===== src/rtl/gcd_arbiter_pkg.sv =====
// Shared definitions for the GCD arbiter: FSM encoding, requester ids and the
// default WAIT timeout.
package gcd_arbiter_pkg;

  typedef enum logic [2:0] {
    StIdle   = 3'd0,
    StLaunch = 3'd1,
    StWait   = 3'd2,
    StFix    = 3'd3,
    StResp   = 3'd4
  } state_e;

  localparam logic KEYGEN = 1'b0;
  localparam logic CRT    = 1'b1;

  function automatic int unsigned default_timeout(input int unsigned width);
    return 16 * width * width;
  endfunction

endpackage


===== src/rtl/gcd_arbiter_rr_pick2.sv =====
// Two-way round-robin selector: the favoured requester wins when valid,
// otherwise the other one.
module gcd_arbiter_rr_pick2 (
  input  logic [1:0] i_valid,
  input  logic       i_fav,
  output logic [1:0] o_grant,
  output logic       o_gid
);

  always_comb begin
    o_gid   = i_valid[i_fav] ? i_fav : ~i_fav;
    o_grant = 2'b00;
    if (|i_valid) begin
      o_grant[o_gid] = 1'b1;
    end
  end

endmodule


===== src/rtl/gcd_arbiter.sv =====
// Round-robin front end sharing one extended-GCD core between key generation
// and CRT setup; returns gcd and b^-1 mod a normalised to [0, a).
module gcd_arbiter
  import gcd_arbiter_pkg::*;
#(
  parameter int unsigned WIDTH   = 8,
  parameter int unsigned TIMEOUT = default_timeout(WIDTH)
) (
  input  logic               clk,
  input  logic               rst,
  input  logic [1:0]         req_valid,
  output logic [1:0]         req_ready,
  input  logic [2*WIDTH-1:0] req_a0,
  input  logic [2*WIDTH-1:0] req_b0,
  input  logic [2*WIDTH-1:0] req_a1,
  input  logic [2*WIDTH-1:0] req_b1,
  output logic [1:0]         resp_valid,
  output logic [2*WIDTH-1:0] resp_gcd,
  output logic [2*WIDTH-1:0] resp_inv,
  output logic               resp_inv_ok,
  output logic               resp_err,
  output logic               gcd_start,
  output logic [2*WIDTH-1:0] gcd_a,
  output logic [2*WIDTH-1:0] gcd_b,
  input  logic [2*WIDTH-1:0] gcd_result,
  input  logic [2*WIDTH-1:0] gcd_s,
  input  logic [2*WIDTH-1:0] gcd_t,
  input  logic               gcd_finish
);

  localparam int unsigned W2    = 2 * WIDTH;
  localparam int unsigned CNT_W = $clog2(TIMEOUT) + 1;

  state_e           r_state;
  logic             r_rr;
  logic             r_owner;
  logic [W2-1:0]    r_a, r_b, r_gcd, r_t;
  logic [CNT_W-1:0] r_cnt;
  logic [1:0]       r_resp_valid;
  logic [W2-1:0]    r_resp_gcd, r_resp_inv;
  logic             r_inv_ok, r_err, r_start;

  logic [1:0]    w_grant;
  logic          w_gid;
  logic [W2-1:0] w_acc_a, w_acc_b, w_fix_inv;
  logic          w_bad, w_fix_ok, w_timeout;
  logic          w_unused_s;

  gcd_arbiter_rr_pick2 u_pick (
    .i_valid (req_valid),
    .i_fav   (r_rr),
    .o_grant (w_grant),
    .o_gid   (w_gid)
  );

  assign req_ready = (r_state == StIdle) ? w_grant : 2'b00;
  assign w_acc_a   = w_gid ? req_a1 : req_a0;
  assign w_acc_b   = w_gid ? req_b1 : req_b0;
  assign w_bad     = (w_acc_b == '0) || (w_acc_a < w_acc_b);
  assign w_timeout = (r_cnt == CNT_W'(TIMEOUT - 1));
  assign w_fix_ok  = (r_gcd == W2'(1));
  // Negative Bezout coefficient wraps into [0, a); carry out is dropped.
  assign w_fix_inv = r_t[W2-1] ? (r_t + r_a) : r_t;
  // The s coefficient is not needed to form b^-1 mod a.
  assign w_unused_s = ^gcd_s;

  always_ff @(posedge clk or posedge rst) begin
    if (rst) begin
      r_state      <= StIdle;
      r_rr         <= KEYGEN;
      r_owner      <= KEYGEN;
      r_a          <= '0;
      r_b          <= '0;
      r_gcd        <= '0;
      r_t          <= '0;
      r_cnt        <= '0;
      r_resp_valid <= 2'b00;
      r_resp_gcd   <= '0;
      r_resp_inv   <= '0;
      r_inv_ok     <= 1'b0;
      r_err        <= 1'b0;
      r_start      <= 1'b0;
    end else begin
      r_start      <= 1'b0;
      r_resp_valid <= 2'b00;
      unique case (r_state)
        StIdle: begin
          if (|req_valid) begin
            r_owner <= w_gid;
            r_a     <= w_acc_a;
            r_b     <= w_acc_b;
            if (w_bad) begin
              r_err        <= 1'b1;
              r_resp_gcd   <= '0;
              r_resp_inv   <= '0;
              r_inv_ok     <= 1'b0;
              r_resp_valid <= w_grant;
              r_state      <= StResp;
            end else begin
              r_start <= 1'b1;
              r_state <= StLaunch;
            end
          end
        end
        StLaunch: begin
          r_cnt   <= '0;
          r_state <= StWait;
        end
        StWait: begin
          r_cnt <= r_cnt + CNT_W'(1);
          if (gcd_finish) begin
            r_gcd   <= gcd_result;
            r_t     <= gcd_t;
            r_state <= StFix;
          end else if (w_timeout) begin
            r_gcd        <= '0;
            r_t          <= '0;
            r_err        <= 1'b1;
            r_resp_gcd   <= '0;
            r_resp_inv   <= '0;
            r_inv_ok     <= 1'b0;
            r_resp_valid <= {r_owner, ~r_owner};
            r_state      <= StResp;
          end
        end
        StFix: begin
          r_err        <= 1'b0;
          r_inv_ok     <= w_fix_ok;
          r_resp_gcd   <= r_gcd;
          r_resp_inv   <= w_fix_ok ? w_fix_inv : '0;
          r_resp_valid <= {r_owner, ~r_owner};
          r_state      <= StResp;
        end
        StResp: begin
          r_rr    <= ~r_owner;
          r_state <= StIdle;
        end
        default: r_state <= StIdle;
      endcase
    end
  end

  assign resp_valid  = r_resp_valid;
  assign resp_gcd    = r_resp_gcd;
  assign resp_inv    = r_resp_inv;
  assign resp_inv_ok = r_inv_ok;
  assign resp_err    = r_err;
  assign gcd_start   = r_start;
  assign gcd_a       = r_a;
  assign gcd_b       = r_b;

endmodule

===== config.mk =====
export PLATFORM = sky130hd
export DESIGN_NAME = gcd_arbiter
export DESIGN_NICKNAME = d
export VERILOG_FILES = /design/src/rtl/gcd_arbiter_pkg.sv /design/src/rtl/gcd_arbiter_rr_pick2.sv /design/src/rtl/gcd_arbiter.sv
export SDC_FILE = /design/constraint.sdc
export NUM_CORES = 1
export LEC_CHECK = 0
export ABC_AREA = 1
export BUFFER_PORTS_ARGS = -buffer_cell sky130_fd_sc_hd__buf_2
export CAP_MARGIN = 40
export CELL_PAD_IN_SITES_DETAIL_PLACEMENT = 0
export CELL_PAD_IN_SITES_GLOBAL_PLACEMENT = 2
export CORE_UTILIZATION = 26
export DETAILED_ROUTE_END_ITERATION = 6
export GPL_TIMING_DRIVEN = 0
export HOLD_SLACK_MARGIN = 0.03
export PLACE_DENSITY_LB_ADDON = 0.1
export SETUP_SLACK_MARGIN = 0.4
export SYNTH_ARGS = -nofsm -noshare
export SYNTH_HDL_FRONTEND = slang
export SYNTH_HIERARCHICAL = 1
export SYNTH_SLANG_ARGS = --single-unit

===== constraint.sdc =====
create_clock -name clk -period 4.6 [get_ports clk]
set_clock_uncertainty 0.15 [all_clocks]
set_input_delay 1.15 -clock clk [delete_from_list [all_inputs] [get_ports clk]]
set_output_delay 1.15 -clock clk [all_outputs]
set_load 0.02 [all_outputs]

==> metrics.md, run 1 <==
| Metric | Value |
|---|---|
| Status | `complete, no violations` |
| Crit path DAT | `3.96 ns` |
| Final setup viols | `0` |
| Yosys Warn Count | `6` |
| Synthesized instance count | `856` |
| Final HPWL DP | `17.64 mm` |
| Maxcap violations | `0` |
| Clock latency on the worst-skew pair | `0.42 ns` |
| Worst path cell trace | `buf_2, o21ai_0, buf_6, inv_2, buf_6, buf_6, clkbuf_2, nand2_1, nand2_1, ha_1, a21oi_1, nor2_1, a211oi_1, nand2_1, nand2_1, nand2_1, nand3_2, nand3_4, buf_6, nand2_1, nand2_1` |
| Die span in y | `159.7 um` |
| Total Routed Length | `22.23 mm` |
| Die width | `159.7 um` |
| Grt met2 use | `29.26%` |
| P&R area growth vs syn | `30.62%` |
| Drt pass-1 iters | `5` |
| Most common cell after layout, fill and taps aside | `nand2_1` |
| Root Buffer Master | `clkbuf_16` |
| Post-synthesis sequential area ratio | `45.29%` |
| Worst R2R Path Depth | `20` |
| Reg-to-reg endpoint | `resp_inv[2]` |
| Hold Path Stages | `2` |
| Total number of vias | `6163` |
| Synth unique cells | `38` |
| R2r startpoint | `r_rr` |
| Reg clk slew, reported paths | `0.06 ns` |
| Row count | `57` |
| Grt total ovfl | `0` |
| CTS tree | `built` |
| Netlist Area Pre-Place | `6465 um2` |
| Post-synth net total | `1005` |
| Hold-fix buffer count after cts | `0` |
| DRT antenna net count | `0` |
| Most used DFF post-synth | `dfrtp_1` |
| Gr busiest metal | `met2` |
| H-tree lvl count | `4` |
| Num CTS Buffers | `17` |
| # fillers | `2640` |
| Pleak | `4.655 nW` |
| RSZ-0062 raised after global routing | `no` |
| Routability congestion estimate | `0.7823` |
| Setup CP Type | `primary input to flip-flop` |
| Synthesized flop and latch total | `117` |
| Core Area | `24320 um2` |
| Max VDD drop | `0.2256 mV` |
| CP startpoint | `req_valid[0]` |
| Tot GR Track Use | `18.15%` |
| Worst Hold Endpoint | `resp_gcd[6]` |
| CP Capture Type | `flip-flop` |
| Worst-case clock buffer depth | `2` |
| Top Ports | `188` |
| Die footprint | `25500 um2` |
| Vias per inst | `4.443` |
| Port buffer count | `170` |
| Met1 Use GR | `24.44%` |
| Final net count | `1199` |
| Worst-margin pin slew | `0.6177 ns` |
| Worst hold margin | `0.3145 ns` |
| CP max-delay cell | `ha_1` |
| Ys async rst share | `100.0%` |
| Number of synthesized flops with an enable pin | `0` |
| DRT iter0 DRCs | `278` |
| Clk sink count | `117` |
| Commonest cells after routing, fill and taps aside | `313 x nand2_1, 171 x buf_2, 117 x dfrtp_1` |
| Largest net degree at the start of global routing | `31` |
| Number of global-route vias before repair | `6300` |
| Cell mode on critical path | `nand2_1` |
| R2R setup slack | `1.21 ns` |
| HP Class | `flip-flop to flip-flop` |
| Worst hold start | `resp_gcd[6]` |
| Placed Cells | `1355` |
| Final slew viol count | `0` |
| Global-route wire length before repair | `35.25 mm` |
| ANT cells | `0` |
| Core Util, Final | `34.72%` |
| CP startpoint kind | `primary input` |
| GR Util met3 | `3.922%` |
| Initial Utilization | `26.58%` |
| Crit Path Max Fanout | `10` |
| Syn_area_per_cell | `7.553 um2` |
| Min Tclk post-route | `3.811 ns` |
| DRC viols | `0` |
| Non-Filler Instances | `1387` |
| Drt wl/cell | `16.03 um` |
| Initial antenna violation count | `2` |
| WP data required | `4.75 ns` |
| Ratio of cells with drive above 1 in the final layout | `21.54%` |
| Slew headroom | `58.82%` |
| PwrDens | `675.3 nW/um2` |
| Max stage delay on crit path | `0.32 ns` |
| Highest clock rate | `262.4 MHz` |
| Tcrit/Tclk final | `82.84%` |
| Final Hold Fails | `0` |
power by group:
part	switching (mW)	leakage (nW)	internal, mW
Sequential	0.280	1.52	1.37
Clock	0.529	0.299	0.889
Combinational	1.77	2.83	0.870
kinds of logic after synthesis:
logic type	synth area share, %
adder cells (fa/ha/maj)	6.309
AND/OR/NAND/NOR	28.82
XOR/XNOR	0.6773
multiplexers	0.1548
flip-flops	45.29
buffers and inverters	7.838
AO/OA/AOI/OAI	10.92
final cells by class:
cell class	count	area, um2	share of cell area (%)
tap	324	405.4	4.801
buffer	32	176.4	2.089
sequential	117	2928	34.67
clock buffer	19	452.9	5.364
clock inverter	13	168.9	2.000
timing repair buffer	175	938.4	11.11
inverter	89	337.8	4.001
multi-input combinational	618	3037	35.96
synthesized netlist by cell type, types with 2 or more instances:
master | number | area, um2
or2_1 | 3 | 18.77
dfrtp_1 | 117 | 2928
nand3_1 | 68 | 340.3
a211oi_1 | 3 | 22.52
a21o_1 | 2 | 15.01
o22ai_1 | 5 | 31.28
o211ai_1 | 8 | 60.06
clkbuf_1 | 23 | 86.33
nand4_1 | 9 | 56.30
buf_6 | 7 | 78.83
ha_1 | 31 | 387.9
nand2_1 | 313 | 1175
nor4_1 | 3 | 18.77
xor2_1 | 5 | 43.79
nor2_1 | 39 | 146.4
nor3_1 | 6 | 30.03
buf_1 | 2 | 7.510
or2_2 | 6 | 37.54
a21oi_1 | 31 | 155.2
o21ai_1 | 4 | 20.02
o21ai_0 | 68 | 340.3
inv_1 | 87 | 326.6
worst max-delay path by stage:
stage | depth (start not counted) | endpoint
5_1_grt | 21 | resp_inv[2]
4_1_cts | 22 | resp_inv[2]
3_3_place_gp | 19 | resp_inv[2]
3_5_place_dp | 19 | resp_inv[2]
6_report | 21 | resp_inv[2]
2_1_floorplan | 18 | resp_inv[0]
metrics by stage:
| step | worst slack (ns) | instance area (um2) | TNS (ns) | power (mW) |
|---|---|---|---|---|
| floorplan | 0.9424 | 6469 | 0 | 3.396 |
| detailed placement | -0.06210 | 7819 | -0.6958 | 4.337 |
| global route | 0.4639 | 8444 | 0 | 6.216 |
| global placement | -0.08989 | 7725 | -1.816 | 4.334 |
| finish | 0.7892 | 8444 | 0 | 5.703 |
| CTS | 0.5915 | 8442 | 0 | 5.789 |
sequential cells by signal, indices dropped and copies added (netlist names):
name	cells
resp_gcd	16
r_cnt	11
r_state	3
resp_inv	16
r_rr	1
gcd_a	16
r_t	16
gcd_b	16
gcd_start	1
resp_valid	2
resp_err	1
r_owner	1
r_gcd	16
resp_inv_ok	1
critical path: cells and delay by family:
family / cells / cell delay (ns)
AO/OA/AOI/OAI: 3 / 0.52
adder cells (fa/ha/maj): 1 / 0.32
buffers and inverters: 7 / 1.02
AND/OR/NAND/NOR: 10 / 0.91
layer usage:
layer / up-vias / routed length (um)
met5: - / 23
met4: 4 / 253
met3: 21 / 1090
met2: 147 / 10150
met1: 2833 / 10720
li1: 3158 / -
timing repair:
item | 4_1_cts | 5_1_grt
endpoints found under the setup margin | 9 | 29
buffers inserted | 0 | 0
hold endpoints to repair | 0 | 0
resized for setup | 1 | 4
No activity file was read; power rests on OpenSTA's default activity.
==> run 2, diff against run 1 <==
ABC_AREA = 0   (was 1)
CORE_UTILIZATION = 31   (was 26)
clock period = 3.8 ns   (was 4.6 ns; I/O delays follow)
==> run 2 against run 1 <==
Register-to-register slack worse by 0.66 ns. First-iteration DRC count down 17%. Clock power up 11%. Final area up 0.58%. Largest power group unchanged. Sequential share of layout area down 0.20 points. Worst hold slack better by 0.0054 ns. Core utilization up 9.9 points. Area after synthesis down 5.7%.
==> metrics.md, run 2 <==
| Metric | Value |
|---|---|
| Status | `complete, no violations` |
| Initial Utilization | `32.05% (+5.5 points)` |
| Area leader, netlist | `dfrtp_1` |
| Tcrit/Tclk final | `88.41%` |
| Num CTS Buffers | `17 (unchanged)` |
| Crit Path Max Fanout | `7 (-3)` |
| Worst R2R Path Depth | `14 (-30%)` |
| Commonest cells after routing, fill and taps aside | `173 x buf_2, 117 x dfrtp_1, 104 x nand2_1` |
| H-tree lvl count | `4 (unchanged)` |
| Pwr Total | `7.137 mW (+25%)` |
| Die span in y | `142.2 um (-11%)` |
| Reg-to-reg endpoint | `resp_gcd[4]` |
| Highest clock rate | `297.6 MHz` |
| CP startpoint kind | `primary input` |
| Number of synthesized flops with an enable pin | `0 (unchanged)` |
| Drt pass-1 iters | `6 (+1)` |
| Buf/Inv on CP | `6 (-1)` |
| Delay-heaviest family, CP | `buffers and inverters` |
| Initial antenna violation count | `0 (-2)` |
| Root Buffer Master | `clkbuf_16` |
| Core Util, Final | `44.66% (+9.9 points)` |
| Die footprint | `20230 um2 (-21%)` |
| Dpl ws | `-0.2650 ns (-0.2028 ns)` |
| Post-synthesis sequential area ratio | `48.03% (+2.7 points)` |
| WP data required | `3.95 ns (-0.80 ns)` |
| CP max-delay cell | `o311ai_2` |
| Most common cell after layout, fill and taps aside | `buf_2` |
| Synth unique cells | `54 (+42%)` |
| R2r startpoint | `r_rr` |
| R2R setup slack | `0.55 ns (-0.66 ns)` |
| Tot GR Track Use | `19.65% (+1.5 points)` |
| Count leader, synth | `dfrtp_1` |
| CP Capture Type | `flip-flop` |
| DRC viols | `0 (unchanged)` |
| Global-route wire length before repair | `29.83 mm (-15%)` |
| Worst-margin pin slew | `0.7363 ns (+0.1186 ns)` |
| RSZ-0062 raised after global routing | `yes` |
| HP Class | `flip-flop to flip-flop` |
| Top Ports | `188 (unchanged)` |
| Ratio of cells with drive above 1 in the final layout | `35.52% (+14 points)` |
| Worst path cell trace | `buf_8, o21ai_4, buf_8, buf_12, buf_12, mux2i_4, ha_4, a21oi_2, a21boi_1, o311ai_2, nand3_1, and2_4, clkbuf_16, clkbuf_16, a22o_1` |
| Worst Hold Endpoint | `resp_inv_ok` |
| Yosys Warn Count | `6 (unchanged)` |
| Total number of vias | `5373 (-13%)` |
| Leading post-synthesis cells by cell area | `dfrtp_1 48%, a22o_1 7.8%, nand2_1 6.5%` |
| Final Hold Fails | `0 (unchanged)` |
| Netlist Area Pre-Place | `6096 um2 (-5.7%)` |
| Non-Filler Instances | `1082 (-22%)` |
| Clock latency on the worst-skew pair | `0.41 ns (about the same)` |
| Min Tclk post-route | `3.360 ns` |
| Synthesized instance count | `600 (-30%)` |
| Slew headroom | `50.81% (-8.0 points)` |
| Max VDD drop | `0.3717 mV (+65%)` |
| Vias per inst | `4.966 (+12%)` |
| Synthesized flop and latch total | `117 (unchanged)` |
| Max stage delay on crit path | `0.30 ns (-0.02 ns)` |
| Worst-case clock buffer depth | `2 (unchanged)` |
| Pleak | `4.202 nW (-9.7%)` |
| Maxcap violations | `0 (unchanged)` |
| Setup slack after layout | `0.4402 ns (-0.3489 ns)` |
| Setup CP Type | `primary input to flip-flop` |
| DRT iter0 DRCs | `231 (-17%)` |
| Final HPWL DP | `14.44 mm (-18%)` |
| Post-synth net total | `749 (-25%)` |
| Port buffer count | `171 (+0.59%)` |
| Hold-fix buffer count after cts | `0 (unchanged)` |
| Drt wl/cell | `17.78 um (+11%)` |
| Die width | `142.2 um (-11%)` |
| Worst hold start | `resp_inv_ok` |
| Largest net degree at the start of global routing | `39 (+26%)` |
| Grt total ovfl | `0 (unchanged)` |
| Commonest cells post-synth | `117 x dfrtp_1, 105 x nand2_1, 55 x o21ai_0, 54 x a22o_1, 31 x ha_1` |
| Clk sink count | `117 (unchanged)` |
| Syn_area_per_cell | `10.16 um2 (+35%)` |
| PwrDens | `840.3 nW/um2 (+24%)` |
| Final slew viol count | `0 (unchanged)` |
| CTS tree | `built` |
| DRT antenna net count | `0 (unchanged)` |
| Hold Path Stages | `2 (unchanged)` |
| P&R area growth vs syn | `39.33%` |
| ANT cells | `0 (unchanged)` |
| Crit path DAT | `3.51 ns (-0.45 ns)` |
| Number of global-route vias before repair | `5404 (-14%)` |
| Row count | `50 (-12%)` |
| Final net count | `958 (-20%)` |
| Total Routed Length | `19.23 mm (-13%)` |
| Core Area | `19020 um2 (-22%)` |
| Ys async rst share | `100.0% (unchanged)` |
| Routability congestion estimate | `0.7849 (+0.33%)` |
| Final setup viols | `0 (unchanged)` |
| Top cell type's share of synthesized area | `48.03% (+2.7 points)` |
| Reg clk slew, reported paths | `0.06 ns (about the same)` |
| Placed Cells | `1034 (-24%)` |
| Most used DFF post-synth | `dfrtp_1` |
run 2: cell count changes after synthesis, sizes merged, moves of 7 or more:
cell and change:
a21oi -7, a22o +54, buf +7, clkbuf -12, inv -77, mux2 +16, mux2i +22, nand2 -208
nand2b +8, nand3 -63, nor2 -14, o21ai -13, or2 -9, xnor2 +8
run 2: logic make-up (layout without fill, tap and decap cells):
logic type | count (synthesis) | in the layout | share of synthesized area, %
AO/OA/AOI/OAI | 171 | 171 | 18.97
multiplexers | 39 | 39 | 6.732
XOR/XNOR | 15 | 15 | 2.155
AND/OR/NAND/NOR | 188 | 188 | 14.45
buffers and inverters | 38 | 260 | 2.976
adder cells (fa/ha/maj) | 32 | 32 | 6.691
flip-flops | 117 | 117 | 48.03
run 2: worst max path at each step:
| stage | start | to | slack (ns) | depth (start not counted) |
|---|---|---|---|---|
| 2_1_floorplan | req_valid[0] | resp_err | 0.39 | 13 |
| 3_3_place_gp | req_valid[0] | resp_err | -0.22 | 14 |
| 3_5_place_dp | req_valid[0] | resp_err | -0.26 | 14 |
| 4_1_cts | req_valid[0] | resp_inv[15] | 0.40 | 14 |
| 5_1_grt | req_valid[0] | resp_gcd[4] | 0.32 | 16 |
| 6_report | req_valid[0] | resp_gcd[4] | 0.44 | 15 |
run 2: through the flow:
stage               instance area (um2)  setup TNS, ns  hold WS, ns
global placement                   7433         -5.793       0.3117
detailed placement                 7493         -7.167       0.3108
floorplan                          6252              0       0.3073
global route                       8493              0       0.3581
finish                             8493              0       0.3199
CTS                                8203              0       0.3250
run 2: layout make-up:
class                           instances  area, um2
Multi-Input combinational cell        445       3269
Clock inverter                         15      146.4
Sequential cell                       117       2928
Buffer                                 27      236.5
Fill cell                            1900      10530
Clock buffer                           17      425.4
Tap cell                              260      325.3
Inverter                               11      45.04
Timing Repair Buffer                  190       1117
run 2: where the power goes:
part	internal, mW	switching [mW]
clock network	0.916	0.654
logic	1.56	1.97
registers	1.68	0.352
total	4.16	2.98
run 2: per-layer routing:
layer	global-route usage, %	wire length (um)
met5	0	0
met3	4.038	692
met1	26.74	9249
met2	31.60	9112
met4	5.320	178
run 2: what timing repair did:
action	4_1_cts	5_1_grt
pin swaps	2	15
endpoints found under the setup margin	36	38
setup buffers	4	9
gates resized for setup	20	37
cloned	0	3
run 2: worst register-to-register path, cell delays in order (launching register included):
cell	delay, ns
dfrtp_1	0.46
o21ai_4	0.21
buf_8	0.17
buf_12	0.15
buf_12	0.13
mux2i_4	0.28
ha_4	0.24
a21oi_2	0.13
a21boi_1	0.09
o311ai_2	0.30
nand3_1	0.12
and2_4	0.20
clkbuf_16	0.17
clkbuf_16	0.15
a22o_1	0.19
==> run 3, diff against run 2 <==
CELL_PAD_IN_SITES_DETAIL_PLACEMENT = unset   (was 0)
CELL_PAD_IN_SITES_GLOBAL_PLACEMENT = unset   (was 2)
CORE_UTILIZATION = 45   (was 31)
PLACE_DENSITY = 0.72   (was unset)
PLACE_DENSITY_LB_ADDON = unset   (was 0.1)
==> run 3 against run 2 <==
Core utilization grew 17 points. Power shrank 1.9%. Critical path depth did not move. Worst hold slack improved by 0.0035 ns. Non-clock buffer count decreased by 11. Setup slack worse by 0.040 ns. Final area down 3.7%. Sequential power hardly changed. Critical path type unchanged. Largest cell class unchanged. Largest power group unchanged. Highest routed layer unchanged.
==> metrics.md, run 3 (synthesis results as in run 2) <==
| Metric | Value |
|---|---|
| DRT antenna net count | `0 (unchanged)` |
| CP Capture Type | `flip-flop` |
| Final slew viol count | `0 (unchanged)` |
| P&R area growth vs syn | `34.22%` |
| CTS tree | `built` |
| R2r startpoint | `r_rr` |
| Final net count | `947 (-1.1%)` |
| Worst hold start | `resp_inv[8]` |
| HP Class | `flip-flop to flip-flop` |
| Reg-to-reg endpoint | `resp_inv[12]` |
| DRT iter0 DRCs | `282 (+22%)` |
| Worst path cell trace | `buf_2, nand2_2, o21ai_4, buf_8, buf_12, mux2_4, ha_4, a211oi_2, o31ai_1, a211oi_1, nand3_1, and2_4, buf_8, a22o_1, a21o_1` |
| Pwr Total | `7.003 mW (-1.9%)` |
| Maxcap violations | `0 (unchanged)` |
| Clock latency on the worst-skew pair | `0.42 ns (about the same)` |
| Ratio of cells with drive above 1 in the final layout | `33.91% (-1.6 points)` |
| CP startpoint kind | `primary input` |
| Max VDD drop | `0.4022 mV (+8.2%)` |
| CP startpoint | `req_valid[1]` |
| Hold-fix buffer count after cts | `0 (unchanged)` |
| Total number of vias | `5513 (+2.6%)` |
| Setup CP Type | `primary input to flip-flop` |
| Min Tclk post-route | `3.400 ns (+0.04044 ns)` |
| R2R setup slack | `0.57 ns (+0.02 ns)` |
| Worst-margin pin slew | `0.7623 ns (+0.02604 ns)` |
| Tcrit/Tclk final | `89.48% (+1.1 points)` |
| Root Buffer Master | `clkbuf_16` |
| Worst R2R Path Depth | `14 (unchanged)` |
| Final setup viols | `0 (unchanged)` |
| H-tree lvl count | `4 (unchanged)` |
| Grt total ovfl | `0 (unchanged)` |
| Initial antenna violation count | `0 (unchanged)` |
| Hold Path Stages | `2 (unchanged)` |
| Core Area | `13240 um2 (-30%)` |
| DRC viols | `0 (unchanged)` |
| Final Hold Fails | `0 (unchanged)` |
| Delay-heaviest family, CP | `compound AO/OA/AOI/OAI gates` |
| RSZ-0062 raised after global routing | `yes` |
| Port buffer count | `171 (unchanged)` |
| Status | `complete, no violations` |
| Highest clock rate | `294.1 MHz (-1.2%)` |
| Placed Area | `7396 um2 (-1.3%)` |
| Slew headroom | `49.07% (-1.7 points)` |
| Buf/Inv on CP | `4 (-2)` |
| Number of global-route vias before repair | `5485 (+1.5%)` |
| Design area | `8182 um2 (-3.7%)` |
| Max stage delay on crit path | `0.33 ns (+0.03 ns)` |
| # fillers | `1112 (-41%)` |
| Non-Filler Instances | `987 (-8.8%)` |
| Die footprint | `14020 um2 (-31%)` |
| Clk sink count | `117 (unchanged)` |
| Dpl ws | `-0.2397 ns (+0.02527 ns)` |
| Routability congestion estimate | `0.8408 (+7.1%)` |
| Reg clk slew, reported paths | `0.06 ns (about the same)` |
| Crit Path Max Fanout | `10 (+3)` |
| Die width | `118.4 um (-17%)` |
| Tot GR Track Use | `25.88% (+6.2 points)` |
| Drt wl/cell | `17.64 um (-0.77%)` |
| Top Ports | `188 (unchanged)` |
| Final HPWL DP | `13.35 mm (-7.6%)` |
| CP max-delay cell | `mux2_4` |
| Drt pass-1 iters | `5 (-1)` |
| Row count | `42 (-16%)` |
| Vias per inst | `5.586 (+12%)` |
| Initial Utilization | `46.03% (+14 points)` |
| Largest net degree at the start of global routing | `36 (-7.7%)` |
| Most common cell after layout, fill and taps aside | `buf_2` |
| Placed Cells | `950 (-8.1%)` |
| ANT cells | `0 (unchanged)` |
| Cell mode on critical path | `buf_8` |
| Setup slack after layout | `0.3998 ns (-0.04044 ns)` |
| Commonest cells after routing, fill and taps aside | `175 x buf_2, 117 x dfrtp_1, 104 x nand2_1` |
| Worst-case clock buffer depth | `2 (unchanged)` |
| Crit path DAT | `3.56 ns (+0.05 ns)` |
| WP data required | `3.96 ns (about the same)` |
| Num CTS Buffers | `17 (unchanged)` |
| Total Routed Length | `17.41 mm (-9.5%)` |
| Die span in y | `118.4 um (-17%)` |
| Pleak | `4.109 nW (-2.2%)` |
| Worst Hold Endpoint | `resp_inv[8]` |
| Global-route wire length before repair | `28.31 mm (-5.1%)` |
| PwrDens | `855.9 nW/um2 (+1.9%)` |
## run 3: how the worst max path moves through the flow
stage | cells past startpoint | to | slack [ns]
floorplan | 13 | resp_err | 0.39
CTS | 14 | resp_inv[12] | 0.42
global route | 15 | resp_inv[11] | 0.31
detailed placement | 14 | resp_gcd[5] | -0.24
global placement | 14 | resp_gcd[1] | -0.20
finish | 15 | resp_inv[12] | 0.40
## run 3: per-stage QoR
stage               util [%]  setup TNS (ns)  hold slack, ns
finish                 61.78               0          0.3235
global route           61.78               0          0.3520
CTS                    61.21               0          0.3284
detailed placement     55.85          -6.690          0.3078
global placement       55.34          -5.281          0.3083
floorplan                  -               0          0.3073
## run 3: per-layer routing
layer	wire length, um	global-route usage (%)	vias to the layer above
met5	0	0	-
li1	-	-	2589
met2	8492	43.13	209
met1	7604	33.47	2692
met4	320	7.674	0
met3	991	6.178	23
## run 3: layout make-up
| type | instances | area (um2) | share of cell area, % |
|---|---|---|---|
| Buffer | 27 | 217.7 | 2.661 |
| Clock buffer | 17 | 425.4 | 5.200 |
| Clock inverter | 15 | 182.7 | 2.233 |
| Inverter | 11 | 45.04 | 0.5505 |
| Multi-Input combinational cell | 445 | 3202 | 39.13 |
| Sequential cell | 117 | 2928 | 35.79 |
| Tap cell | 176 | 220.2 | 2.692 |
| Timing Repair Buffer | 179 | 960.9 | 11.74 |
## run 3: worst min-delay path, cell delays in order (launching register included)
cell,delay (ns)
dfrtp_1,0.33
nand2_1,0.05
o21ai_0,0.06
## run 3: timing repair
item	CTS	global route
resized for setup	16	12
setup endpoints to repair	36	36
cloned	0	0
setup buffers	2	3
pin swaps	1	6
## run 3: power by group
part | leakage [nW] | internal, mW | switching (mW) | total (mW)
logic | 2.29 | 1.40 | 1.90 | 3.30
clock network | 0.298 | 0.999 | 0.674 | 1.67
registers | 1.52 | 1.68 | 0.349 | 2.03
total | 4.11 | 4.08 | 2.92 | 7.00
